### config.mk
export PLATFORM = sky130hd
export DESIGN_NAME = sonar_scan_scheduler
export DESIGN_NICKNAME = d
export VERILOG_FILES = /design/src/rtl/sonar_scan_scheduler.sv
export SDC_FILE = /design/constraint.sdc
export NUM_CORES = 1
export LEC_CHECK = 0
export ABC_CLOCK_PERIOD_IN_PS = 7000
export CORE_UTILIZATION = 56
export CTS_CLUSTER_DIAMETER = 50
export DETAILED_ROUTE_END_ITERATION = 10
export PLACE_DENSITY = 0.81
export SLEW_MARGIN = 0
export SYNTH_ARGS = -nofsm -noshare
export SYNTH_HDL_FRONTEND = slang
export SYNTH_SLANG_ARGS = --single-unit
export TNS_END_PERCENT = 20
### constraint.sdc
create_clock -name clk -period 7 [get_ports clk]
set_input_delay 1.4 -clock clk [delete_from_list [all_inputs] [get_ports clk]]
set_output_delay 1.4 -clock clk [all_outputs]
set_load 0.05 [all_outputs]
### src/rtl/sonar_scan_scheduler.sv
// Round-robin ping scheduler for the forward/right/left ultrasonic rangefinders.
// One sensor pings at a time; echo widths and timeouts are latched per sensor.
`timescale 1ns/1ps

// state      | meaning
// -----------+-------------------------------------------------------------
// S_IDLE     | stopped, waiting for enable
// S_TRIG     | trigger pulse high on the selected sensor
// S_WAIT_RISE| waiting for the synced echo to rise (bounded)
// S_MEASURE  | counting echo-high cycles (bounded)
// S_GAP      | acoustic quiet time before moving to the next sensor
module sonar_scan_scheduler #(
    parameter int TRIG_CYCLES    = 1000,
    parameter int TIMEOUT_CYCLES = 2500000,
    parameter int GAP_CYCLES     = 6000000,
    parameter int OBST_THRESH    = 58000,
    parameter int CNT_W          = 22
) (
    input  logic             clk,
    input  logic             reset,
    input  logic             enable,
    input  logic             echoF,
    input  logic             echoR,
    input  logic             echoL,
    output logic             sigF,
    output logic             sigR,
    output logic             sigL,
    output logic [CNT_W-1:0] disF,
    output logic [CNT_W-1:0] disR,
    output logic [CNT_W-1:0] disL,
    output logic             dis_valid,
    output logic [1:0]       dis_sel,
    output logic [2:0]       timeout,
    output logic             obstacle
);

    localparam logic [2:0] S_IDLE      = 3'd0;
    localparam logic [2:0] S_TRIG      = 3'd1;
    localparam logic [2:0] S_WAIT_RISE = 3'd2;
    localparam logic [2:0] S_MEASURE   = 3'd3;
    localparam logic [2:0] S_GAP       = 3'd4;

    localparam int TMR_MAX = (GAP_CYCLES > TRIG_CYCLES) ? GAP_CYCLES : TRIG_CYCLES;
    localparam int TMR_W   = $clog2(TMR_MAX + 1);

    localparam logic [TMR_W-1:0] TRIG_LOAD = TMR_W'(TRIG_CYCLES - 1);
    localparam logic [TMR_W-1:0] GAP_LOAD  = TMR_W'(GAP_CYCLES - 1);
    localparam logic [TMR_W-1:0] TMR_ONE   = TMR_W'(1);
    localparam logic [CNT_W-1:0] CNT_LIMIT = CNT_W'(TIMEOUT_CYCLES);
    localparam logic [CNT_W-1:0] CNT_ONE   = CNT_W'(1);
    localparam logic [CNT_W-1:0] OBST_LIM  = CNT_W'(OBST_THRESH);

    logic [2:0]       state;
    logic [1:0]       ptr;
    logic [1:0]       ptr_next;
    logic [TMR_W-1:0] tmr;
    logic [CNT_W-1:0] cnt;
    logic [2:0]       sig_q;

    logic [2:0]       echo_meta;
    logic [2:0]       echo_sync;
    logic [2:0]       echo_prev;
    logic             sel_echo;
    logic             sel_prev;
    logic             echo_rise;
    logic             echo_fall;
    logic             cnt_tc;
    logic             wr_ok;
    logic             wr_tmo;
    logic [CNT_W-1:0] wr_val;

    function automatic logic [2:0] sensor_onehot(input logic [1:0] p);
        case (p)
            2'd0:    sensor_onehot = 3'b001;
            2'd1:    sensor_onehot = 3'b010;
            2'd2:    sensor_onehot = 3'b100;
            default: sensor_onehot = 3'b000;
        endcase
    endfunction

    // Echoes are asynchronous; edge detection only ever looks at synced values.
    always_ff @(posedge clk) begin
        if (reset) begin
            echo_meta <= '0;
            echo_sync <= '0;
            echo_prev <= '0;
        end else begin
            echo_meta <= {echoL, echoR, echoF};
            echo_sync <= echo_meta;
            echo_prev <= echo_sync;
        end
    end

    always_comb begin
        sel_echo = 1'b0;
        sel_prev = 1'b0;
        case (ptr)
            2'd0: begin
                sel_echo = echo_sync[0];
                sel_prev = echo_prev[0];
            end
            2'd1: begin
                sel_echo = echo_sync[1];
                sel_prev = echo_prev[1];
            end
            2'd2: begin
                sel_echo = echo_sync[2];
                sel_prev = echo_prev[2];
            end
            default: begin
                sel_echo = 1'b0;
                sel_prev = 1'b0;
            end
        endcase
        echo_rise = sel_echo & ~sel_prev;
        echo_fall = ~sel_echo & sel_prev;
        ptr_next  = (ptr == 2'd2) ? 2'd0 : ptr + 2'd1;
        cnt_tc    = (cnt >= CNT_LIMIT);
        // An edge arriving on the limit cycle still wins over the timeout.
        wr_ok     = (state == S_MEASURE) && echo_fall;
        wr_tmo    = cnt_tc && (((state == S_WAIT_RISE) && !echo_rise) ||
                               ((state == S_MEASURE) && !echo_fall));
        wr_val    = wr_tmo ? {CNT_W{1'b1}} : cnt;
    end

    always_ff @(posedge clk) begin
        if (reset) begin
            state <= S_IDLE;
            ptr   <= 2'd0;
            tmr   <= '0;
            cnt   <= '0;
            sig_q <= '0;
        end else begin
            case (state)
                S_IDLE: begin
                    if (enable) begin
                        state <= S_TRIG;
                        tmr   <= TRIG_LOAD;
                        cnt   <= '0;
                        sig_q <= sensor_onehot(ptr);
                    end
                end
                S_TRIG: begin
                    if (tmr == '0) begin
                        state <= S_WAIT_RISE;
                        cnt   <= '0;
                        sig_q <= '0;
                    end else begin
                        tmr <= tmr - TMR_ONE;
                    end
                end
                S_WAIT_RISE: begin
                    if (echo_rise) begin
                        state <= S_MEASURE;
                        cnt   <= CNT_ONE;
                    end else if (cnt_tc) begin
                        state <= S_GAP;
                        tmr   <= GAP_LOAD;
                    end else begin
                        cnt <= cnt + CNT_ONE;
                    end
                end
                S_MEASURE: begin
                    if (echo_fall || cnt_tc) begin
                        state <= S_GAP;
                        tmr   <= GAP_LOAD;
                    end else if (sel_echo) begin
                        cnt <= cnt + CNT_ONE;
                    end
                end
                S_GAP: begin
                    if (tmr == '0) begin
                        ptr <= ptr_next;
                        if (enable) begin
                            state <= S_TRIG;
                            tmr   <= TRIG_LOAD;
                            cnt   <= '0;
                            sig_q <= sensor_onehot(ptr_next);
                        end else begin
                            state <= S_IDLE;
                        end
                    end else begin
                        tmr <= tmr - TMR_ONE;
                    end
                end
                default: begin
                    state <= S_IDLE;
                    sig_q <= '0;
                end
            endcase
        end
    end

    always_ff @(posedge clk) begin
        if (reset) begin
            disF      <= '0;
            disR      <= '0;
            disL      <= '0;
            dis_valid <= 1'b0;
            dis_sel   <= 2'd0;
            timeout   <= '0;
            obstacle  <= 1'b0;
        end else begin
            dis_valid <= wr_ok | wr_tmo;
            if (wr_ok || wr_tmo) begin
                dis_sel <= ptr;
                case (ptr)
                    2'd0: begin
                        disF       <= wr_val;
                        timeout[0] <= wr_tmo;
                    end
                    2'd1: begin
                        disR       <= wr_val;
                        timeout[1] <= wr_tmo;
                    end
                    2'd2: begin
                        disL       <= wr_val;
                        timeout[2] <= wr_tmo;
                    end
                    default: begin
                        disF <= disF;
                    end
                endcase
            end
            // Evaluated one cycle after a forward write so it sees the new disF.
            if (dis_valid && (dis_sel == 2'd0)) begin
                obstacle <= (disF < OBST_LIM) && !timeout[0];
            end
        end
    end

    assign sigF = sig_q[0];
    assign sigR = sig_q[1];
    assign sigL = sig_q[2];

endmodule
Word level (Yosys, flattened, before mapping)
Index checks and enable logic that the tools add are counted.
- register bits after elaboration: 135
- input port bits: 6
- output and inout port bits: 76
- logic and storage cells: 109
- add/subtract/negate cells: 3
- $lt $le $gt $ge: 2
- equal/unequal tests: 20
- muxes and demuxes: 34
- bitwise gates (word level): 6
- reduce and logical (&&, ||, !) cells: 27
- operators with widths (operator ; number):
    2-to-1 mux 22 bit ; 8
    2-to-1 mux 23 bit ; 6
    one-hot mux 23 bit (5 select lines) ; 1
    one-hot mux 22 bit (5 select lines) ; 1
    2-to-1 mux 3 bit ; 10
    zero test 23 bit ; 1
    subtractor 23 x 1 -> 23 bit, second input constant ; 1
    adder 22 x 1 -> 22 bit, second input constant ; 1
    greater-or-equal comparator 22 bit, second input constant ; 1
    < comparator 22 x 16 -> 1 bit, second input constant ; 1
    inequality test 2 bit, second input constant ; 9
    one-hot mux 3 bit (3 select lines) ; 2
    one-hot mux 3 bit (5 select lines) ; 1
    AND reduction 5 bit ; 3
    one-hot mux 3 bit (4 select lines) ; 1
    AND reduction 2 bit ; 4
    == test 3 x 2 -> 1 bit, second input constant ; 2
    logical AND 1 bit ; 6
    zero test 2 bit ; 3
    inequality test 3 bit, second input constant ; 2
    one-hot mux 1 bit (3 select lines) ; 2
    AND reduction 6 bit ; 1
    nonzero test 5 bit ; 1
    == test 2 x 1 -> 1 bit, second input constant ; 2
    other kinds (14) ; 22

Depth between registers and ports, before layout
Gate-level depths: netlist of the first run.
- word-level depth: 10
- depth in mapped cells: 11
- mapped depth without buffers: 9

Worst setup path after synthesis of the first run
Ideal clock, no wire load.
- path kind: input to register
- start point: in enable
- end point: reg cnt[0]
- library setup time: 65 ps
- arrival time: 2618 ps
- slack: 4317 ps
- stages: 7
- path buffers: 1
- cell sequence: clkbuf_1 > inv_1 > a21oi_1 > a21oi_1 > a21oi_2 > mux2_2 > nor2_1
- word-level cells in the longest chain between the ends: 3
- RTL lines (item ; line ; text):
    start, declared ; 21 ; input logic enable,
    2-to-1 mux 22 bit * ; n/a ;
    2-to-1 mux 22 bit ; n/a ;
    one-hot mux 22 bit (5 select lines) * ; n/a ;
    end signal, assigned ; 160 ; cnt <= cnt + CNT_ONE;
    end signal, assigned ; 168 ; cnt <= cnt + CNT_ONE;
    end, declared ; 57 ; logic [CNT_W-1:0] cnt;
Every way passes the cells marked *; elsewhere a longest branch is shown, timed or not. The select of a mux whose other input is x is not followed.
A chain may end at the register's enable or synchronous reset.

Worst setup path after layout of the first run
- start point: reg ptr[1]
- end point: reg cnt[15]
- word-level cells in the longest chain between the ends: 7
- RTL lines (item ; line ; text):
    start, declared ; 54 ; logic [1:0] ptr;
    start signal, assigned ; 173 ; ptr <= ptr_next;
    == test 2 bit, or another cell as far along ; 97 ; case (ptr)
    one-hot mux 1 bit (3 select lines) ; 97 ;
    NOT 1 bit ; 116 ; echo_fall = ~sel_echo & sel_prev;
    AND 1 bit ; 116 ;
    logical OR 1 bit ; 164 ; if (echo_fall || cnt_tc) begin
    inequality test 2 bit (no line) ; n/a ;
    AND reduction 6 bit (no line) ; n/a ;
Parallel ways exist; a longest one is shown, timed or not.

==> results of run 1 <==
[power by group through the flow]
stage / clock network [mW] / logic (mW) / registers, mW
2_1_floorplan: 0 / 0.527 / 0.877
3_3_place_gp: 0 / 0.634 / 0.885
3_5_place_dp: 0 / 0.649 / 0.888
4_1_cts: 0.904 / 0.657 / 0.872
5_1_grt: 0.939 / 0.745 / 0.881
6_report: 0.901 / 0.677 / 0.875
[sequential cells by signal, indices dropped and copies added (netlist names), 22 cells and up]
name and flops:
disL 22, disF 22, tmr 23, disR 22, cnt 22
[logic make-up after synthesis]
logic type	count (synthesis)	synth area share (%)
flops	135	43.23
mux	11	1.781
xor+xnor	2	0.2803
buf+inv	86	5.704
compound gates	223	22.90
fa+ha+maj	4	0.8007
simple gates	351	25.30
[final timing paths]
path                                               from  cells past startpoint                 endpoint
worst max-delay path                ptr[1]$_SDFFE_PP0P_                      7     cnt[15]$_SDFFE_PP0P_
worst min register to register  echo_meta[1]$_SDFF_PP0_                      1  echo_sync[1]$_SDFF_PP0_
worst max register to register      ptr[1]$_SDFFE_PP0P_                      7     cnt[15]$_SDFFE_PP0P_
worst min-delay path            echo_meta[1]$_SDFF_PP0_                      1  echo_sync[1]$_SDFF_PP0_
[cell type report]
class,count,share of cell area [%]
clock buffers,20,5.894
clock inverters,11,1.937
inverters,18,0.8940
multi-input cells,591,42.30
flip-flops and latches,135,35.76
well taps,140,2.318
repair buffers,83,10.89
[metal layers]
metal / vias up / track usage [%] / routed length, µm
li1: 2963 / - / -
met1: 2959 / 39.16 / 7523
met2: 341 / 51.47 / 8576
met3: 45 / 7.082 / 1351
met4: 0 / 12.43 / 481
met5: - / 0 / 0
[worst reg2reg max path, cell delays in order (launching register included)]
cell and delay (ns):
dfxtp_1 0.69, nor2b_1 0.32, a311oi_2 0.46, nand2b_1 0.28
o211ai_2 0.20, a31oi_1 1.11, nand2_1 0.13, a22o_1 0.28
[placed cells by master, fill, tap and decap left out, types with 5 or more instances in the layout]
| cell type | count |
|---|---|
| a21oi_1 | 47 |
| a31oi_1 | 82 |
| a41oi_1 | 8 |
| and3_1 | 6 |
| clkbuf_16 | 16 |
| clkdlybuf4s50_1 | 80 |
| dfxtp_1 | 135 |
| inv_1 | 18 |
| mux2i_1 | 10 |
| nand2_1 | 172 |
| nand2b_1 | 8 |
| nand3_1 | 18 |
| nand4_1 | 8 |
| nor2_1 | 66 |
| nor2b_1 | 12 |
| nor3_1 | 25 |
| nor4_1 | 9 |
| o211ai_1 | 5 |
| o21ai_0 | 25 |
| o21ai_1 | 9 |
| o31ai_1 | 7 |
| o32ai_1 | 6 |
| or3_1 | 8 |
[through the flow]
step / std cells / area (µm²) / worst slack (ns)
final: 998 / 7557 / 3.427
after global routing: 998 / 7557 / 3.156
after CTS: 998 / 7557 / 3.470
after detailed placement: 967 / 6965 / 3.067
after global placement: 967 / 6965 / 3.201
after floorplan: 812 / 6251 / 4.317
==> impl_metrics.env, run 1 <==
export IMPL_status="finished, final reports clean"
export IMPL_ys_seq_elements=135
export IMPL_drt_total_wl_um=17930
export IMPL_grt_use_total_pct=31.15
export IMPL_synth_edff_count=0
export IMPL_multi_input_area_mm2=0.003197
export IMPL_cts_tree="done"
export IMPL_power_density_mw_per_mm2=324.7
export IMPL_gp_congestion=0.9110
export IMPL_cp_slowest_cell="a31oi_1"
export IMPL_yosysTopAreaCell="dfxtp_1"
export IMPL_timing_max_cap_violations=0
export IMPL_clk_pin_slew_ns=0.06
export IMPL_crit_path_start_kind="register"
export IMPL_comb_power_share_pct=27.6
export IMPL_synth_cell_types=59
export IMPL_dieWidth_um=107.7
export IMPL_path_buf_inv=0
export IMPL_max_stage_delay_ns=1.11
export IMPL_vias=6308
export IMPL_clock_path_buffers=2
export IMPL_finalSetupViolCount=0
export IMPL_io_pins=82
export IMPL_initial_core_util_pct=57.66
export IMPL_drive_above_1_share_pct=5.361
export IMPL_yosysTopAreaCellShare_pct=43.23
export IMPL_p_clk_share_pct=36.7
export IMPL_synth_area_leaders="dfxtp_1 43%, nand2_1 10%, a31oi_1 8.2%"
export IMPL_p_switching_uw=860.5
export IMPL_viasPerCell=6.321
export IMPL_holdBufCountCts=0
export IMPL_syn_area_per_cell_um2=7.698
export IMPL_register_area_mm2=0.002703
export IMPL_diodes=0
export IMPL_internal_power_mw=1.593
export IMPL_total_power_mw=2.454
export IMPL_synthTopCellsByCount="172 x nand2_1, 135 x dfxtp_1, 82 x a31oi_1"
export IMPL_end_kind="register"
export IMPL_antenna_found_initial=0
export IMPL_drt_pass1_iter_count=6
export IMPL_synthesis_instances=812
export IMPL_hold_class="register to register"
export IMPL_crit_fanout=17
export IMPL_drv_slew=0
export IMPL_crit_path_cell_trace="nor2b_1 -> a311oi_2 -> nand2b_1 -> o211ai_2 -> a31oi_1 -> nand2_1 -> a22o_1"
export IMPL_nFillCells=870
export IMPL_timing_final_hold_violations=0
export IMPL_swShare_pct=35.07
export IMPL_critical_path_class="register to register"
export IMPL_cts_buffers=17
export IMPL_period_minus_slack_ns=3.573
export IMPL_worst_pin_slew_ns=1.356
export IMPL_yosysMostFrequentCell="nand2_1"
export IMPL_skew_ns=0.01284
export IMPL_ys_flop_type="dfxtp_1"
export IMPL_placement_io_buffers=81
export IMPL_cts_htree_levels=4
export IMPL_drc_errors=0
export IMPL_dp_hpwl_um=11300
export IMPL_holdWs_ns=0.4332
export IMPL_async_reset_ff_share_pct=0
export IMPL_drtIter0Drc=657
export IMPL_core_rowCount=38
export IMPL_ir_worst_vdd_mv=0.2655
export IMPL_seqPwrFrac_pct=35.7
export IMPL_cts_root_buf="clkbuf_8"
export IMPL_yosysSeqAreaShare_pct=43.23
export IMPL_cts_setup_buffers=0
export IMPL_finalSetupTns_ns=0
export IMPL_crit_arrival_ns=3.98
export IMPL_ant_nets=0
export IMPL_cts_resized_gates=0
export IMPL_grt_max_degree=97
export IMPL_clkLatencyLatePin_ns=0.53
export IMPL_leakagePower_nw=2.554
export IMPL_synth_nets=822
export IMPL_path_delay_family="compound AO/OA/AOI/OAI gates"
export IMPL_fin_nets=856
export IMPL_grt_pass1_vias=5704
export IMPL_critPathRequiredTime_ns=7.41
export IMPL_r2r_slack_ns=3.43
export IMPL_wl_per_cell_um=17.97
export IMPL_dieArea_mm2=0.01159
export IMPL_die_height_um=107.7
export IMPL_syn_area_mm2=0.006251
export IMPL_syn_to_final_growth_pct=20.90
export IMPL_post_route_period_util_pct=51.05
export IMPL_clkSinkCount=135
export IMPL_ys_warn_count=0
export IMPL_grt_pass1_wl_um=28260
export IMPL_gr_total_overflow=0
export IMPL_rsz0062_at_grt="no"
export IMPL_coreArea_mm2=0.01084
export IMPL_post_route_util_pct=69.71
export IMPL_max_freq_mhz=279.9
export IMPL_slew_headroom_pct=9.189
Power figures use the tool's default switching activity.
==> inputs of run 2 (changes only) <==
--- a/config.mk
+++ b/config.mk
@@ -5,11 +5,11 @@
 export SDC_FILE = /design/constraint.sdc
 export NUM_CORES = 1
 export LEC_CHECK = 0
-export ABC_CLOCK_PERIOD_IN_PS = 7000
-export CORE_UTILIZATION = 56
+export ABC_CLOCK_PERIOD_IN_PS = 3000
+export CORE_UTILIZATION = 50
 export CTS_CLUSTER_DIAMETER = 50
 export DETAILED_ROUTE_END_ITERATION = 10
-export PLACE_DENSITY = 0.81
+export PLACE_DENSITY = 0.76
 export SLEW_MARGIN = 0
 export SYNTH_ARGS = -nofsm -noshare
 export SYNTH_HDL_FRONTEND = slang
==> constraint.sdc (replaced) <==
create_clock -name clk -period 3 [get_ports clk]
set_input_delay 0.6 -clock clk [delete_from_list [all_inputs] [get_ports clk]]
set_output_delay 0.6 -clock clk [all_outputs]
set_load 0.05 [all_outputs]
==> impl_metrics.env, run 2 (synthesized netlist as in run 1, its figures left out) <==
export IMPL_grt_pass1_vias=5891
export IMPL_die_height_um=113.8
export IMPL_leakagePower_nw=2.706
export IMPL_wl_per_cell_um=16.94
export IMPL_antenna_found_initial=0
export IMPL_worstRegToRegCells=7
export IMPL_timing_final_hold_violations=0
export IMPL_final_cell_mix="171 x nand2_1, 135 x dfxtp_1, 82 x a31oi_1, 80 x clkdlybuf4s50_1, 66 x nor2_1"
export IMPL_holdBufCountCts=0
export IMPL_post_route_period_util_pct=89.31
export IMPL_rsz0062_at_grt="no"
export IMPL_reg2reg_to="cnt[0]$_SDFFE_PP0P_"
export IMPL_hold_class="register to register"
export IMPL_drtIter0Drc=592
export IMPL_viasPerCell=6.063
export IMPL_finalSetupTns_ns=0
export IMPL_setup_ws_ns=0.3208
export IMPL_nFillCells=1018
export IMPL_placement_io_buffers=81
export IMPL_cts_buffers=17
export IMPL_diodes=0
export IMPL_final_common_cell="nand2_1"
export IMPL_crit_path_start_kind="register"
export IMPL_core_rowCount=40
export IMPL_grt_use_total_pct=28.65
export IMPL_coreArea_mm2=0.01211
export IMPL_place_inst=1025
export IMPL_max_freq_mhz=373.3
export IMPL_dieArea_mm2=0.01295
export IMPL_largest_register_ffs=23
export IMPL_cts_resized_gates=0
export IMPL_initial_core_util_pct=51.61
export IMPL_top_register="tmr"
export IMPL_dp_hpwl_um=12040
export IMPL_timing_max_cap_violations=0
export IMPL_grt_max_degree=58
export IMPL_clock_path_buffers=2
export IMPL_placed_area_mm2=0.007226
export IMPL_power_density_mw_per_mm2=744.1
export IMPL_ant_nets=0
export IMPL_layout_cells_non_filler=1056
export IMPL_cts_htree_levels=4
export IMPL_drt_total_wl_um=17890
export IMPL_design_area_mm2=0.007828
export IMPL_end_kind="register"
export IMPL_crit_fanout=17
export IMPL_cts_setup_buffers=0
export IMPL_cts_root_buf="clkbuf_16"
export IMPL_dp_slack_ns=0.3453
export IMPL_clkLatencyLatePin_ns=0.42
export IMPL_skew_ns=0.006529
export IMPL_worst_pin_slew_ns=0.8612
export IMPL_holdWs_ns=0.4336
export IMPL_r2r_slack_ns=0.32
export IMPL_critical_path_class="register to register"
export IMPL_drive_above_1_share_pct=8.671
export IMPL_io_pins=82
export IMPL_drv_slew=0
export IMPL_drc_errors=0
export IMPL_gr_total_overflow=0
export IMPL_grt_pass1_wl_um=29080
export IMPL_finalSetupViolCount=0
export IMPL_drt_pass1_iter_count=6
export IMPL_syn_to_final_growth_pct=25.22
export IMPL_hold_path_end="echo_sync[0]$_SDFF_PP0_"
export IMPL_r2r_start="ptr[1]$_SDFFE_PP0P_"
export IMPL_crit_arrival_ns=3.04
export IMPL_slew_headroom_pct=42.05
export IMPL_hold_depth=1
export IMPL_period_minus_slack_ns=2.679
export IMPL_fin_nets=886
export IMPL_gp_congestion=0.9314
export IMPL_post_route_util_pct=64.63
export IMPL_dieWidth_um=113.8
export IMPL_hp_start="echo_meta[0]$_SDFF_PP0_"
export IMPL_cts_tree="done"
export IMPL_vias=6403
export IMPL_clkSinkCount=135
export IMPL_status="finished, final reports clean"
export IMPL_total_power_mw=5.824
export IMPL_clk_pin_slew_ns=0.05
export IMPL_ir_worst_vdd_mv=0.6588
export IMPL_critPathRequiredTime_ns=3.36
==> run 2: final cells by class <==
cell class              count  area (µm²)  area share, %
clock buffers              22       484.2          6.186
clock inverters             9       115.1          1.471
inverters                  18       67.56         0.8632
multi-input cells         591        3199          40.87
flip-flops and latches    135        2703          34.53
well taps                 168       210.2          2.685
repair buffers            113        1049          13.40
==> run 2: routing by layer <==
layer | vias to the layer above | part of all wire [%] | GRT usage (%)
met4 | 0 | 3.7 | 15.58
met3 | 49 | 8.1 | 5.367
met1 | 2990 | 41 | 35.68
met5 | - | 0 | 0
li1 | 3028 | - | -
met2 | 336 | 47 | 47.03
==> run 2: where the power goes <==
| part | leakage (nW) | internal [mW] | switching (mW) | total (mW) |
|---|---|---|---|---|
| logic | 1.32 | 0.590 | 1.11 | 1.70 |
| registers | 1.09 | 1.91 | 0.134 | 2.04 |
| clock network | 0.290 | 1.31 | 0.775 | 2.09 |
| total | 2.71 | 3.81 | 2.01 | 5.82 |
==> run 2: worst max-delay path, stage by stage (launching register included) <==
cell      delay (ns)
dfxtp_1         0.64
nor2b_1         0.25
a311oi_2        0.45
nand2b_1        0.25
o211ai_2        0.17
a21oi_2         0.39
mux2_2          0.38
nor2_1          0.07
==> run 2: worst max path at each step <==
stage                            endpoint            startpoint  slack [ns]  depth (start not counted)
global route         cnt[10]$_SDFFE_PP0P_   ptr[1]$_SDFFE_PP0P_        0.13                          7
floorplan           disL[21]$_SDFFE_PP0P_  cnt[11]$_SDFFE_PP0P_        0.78                          9
detailed placement  disF[15]$_SDFFE_PP0P_   ptr[0]$_SDFFE_PP0P_        0.35                          6
CTS                 disF[15]$_SDFFE_PP0P_   ptr[1]$_SDFFE_PP0P_        0.33                          6
finish                cnt[0]$_SDFFE_PP0P_   ptr[1]$_SDFFE_PP0P_        0.32                          7
global placement      cnt[0]$_SDFFE_PP0P_   ptr[1]$_SDFFE_PP0P_        0.50                          7
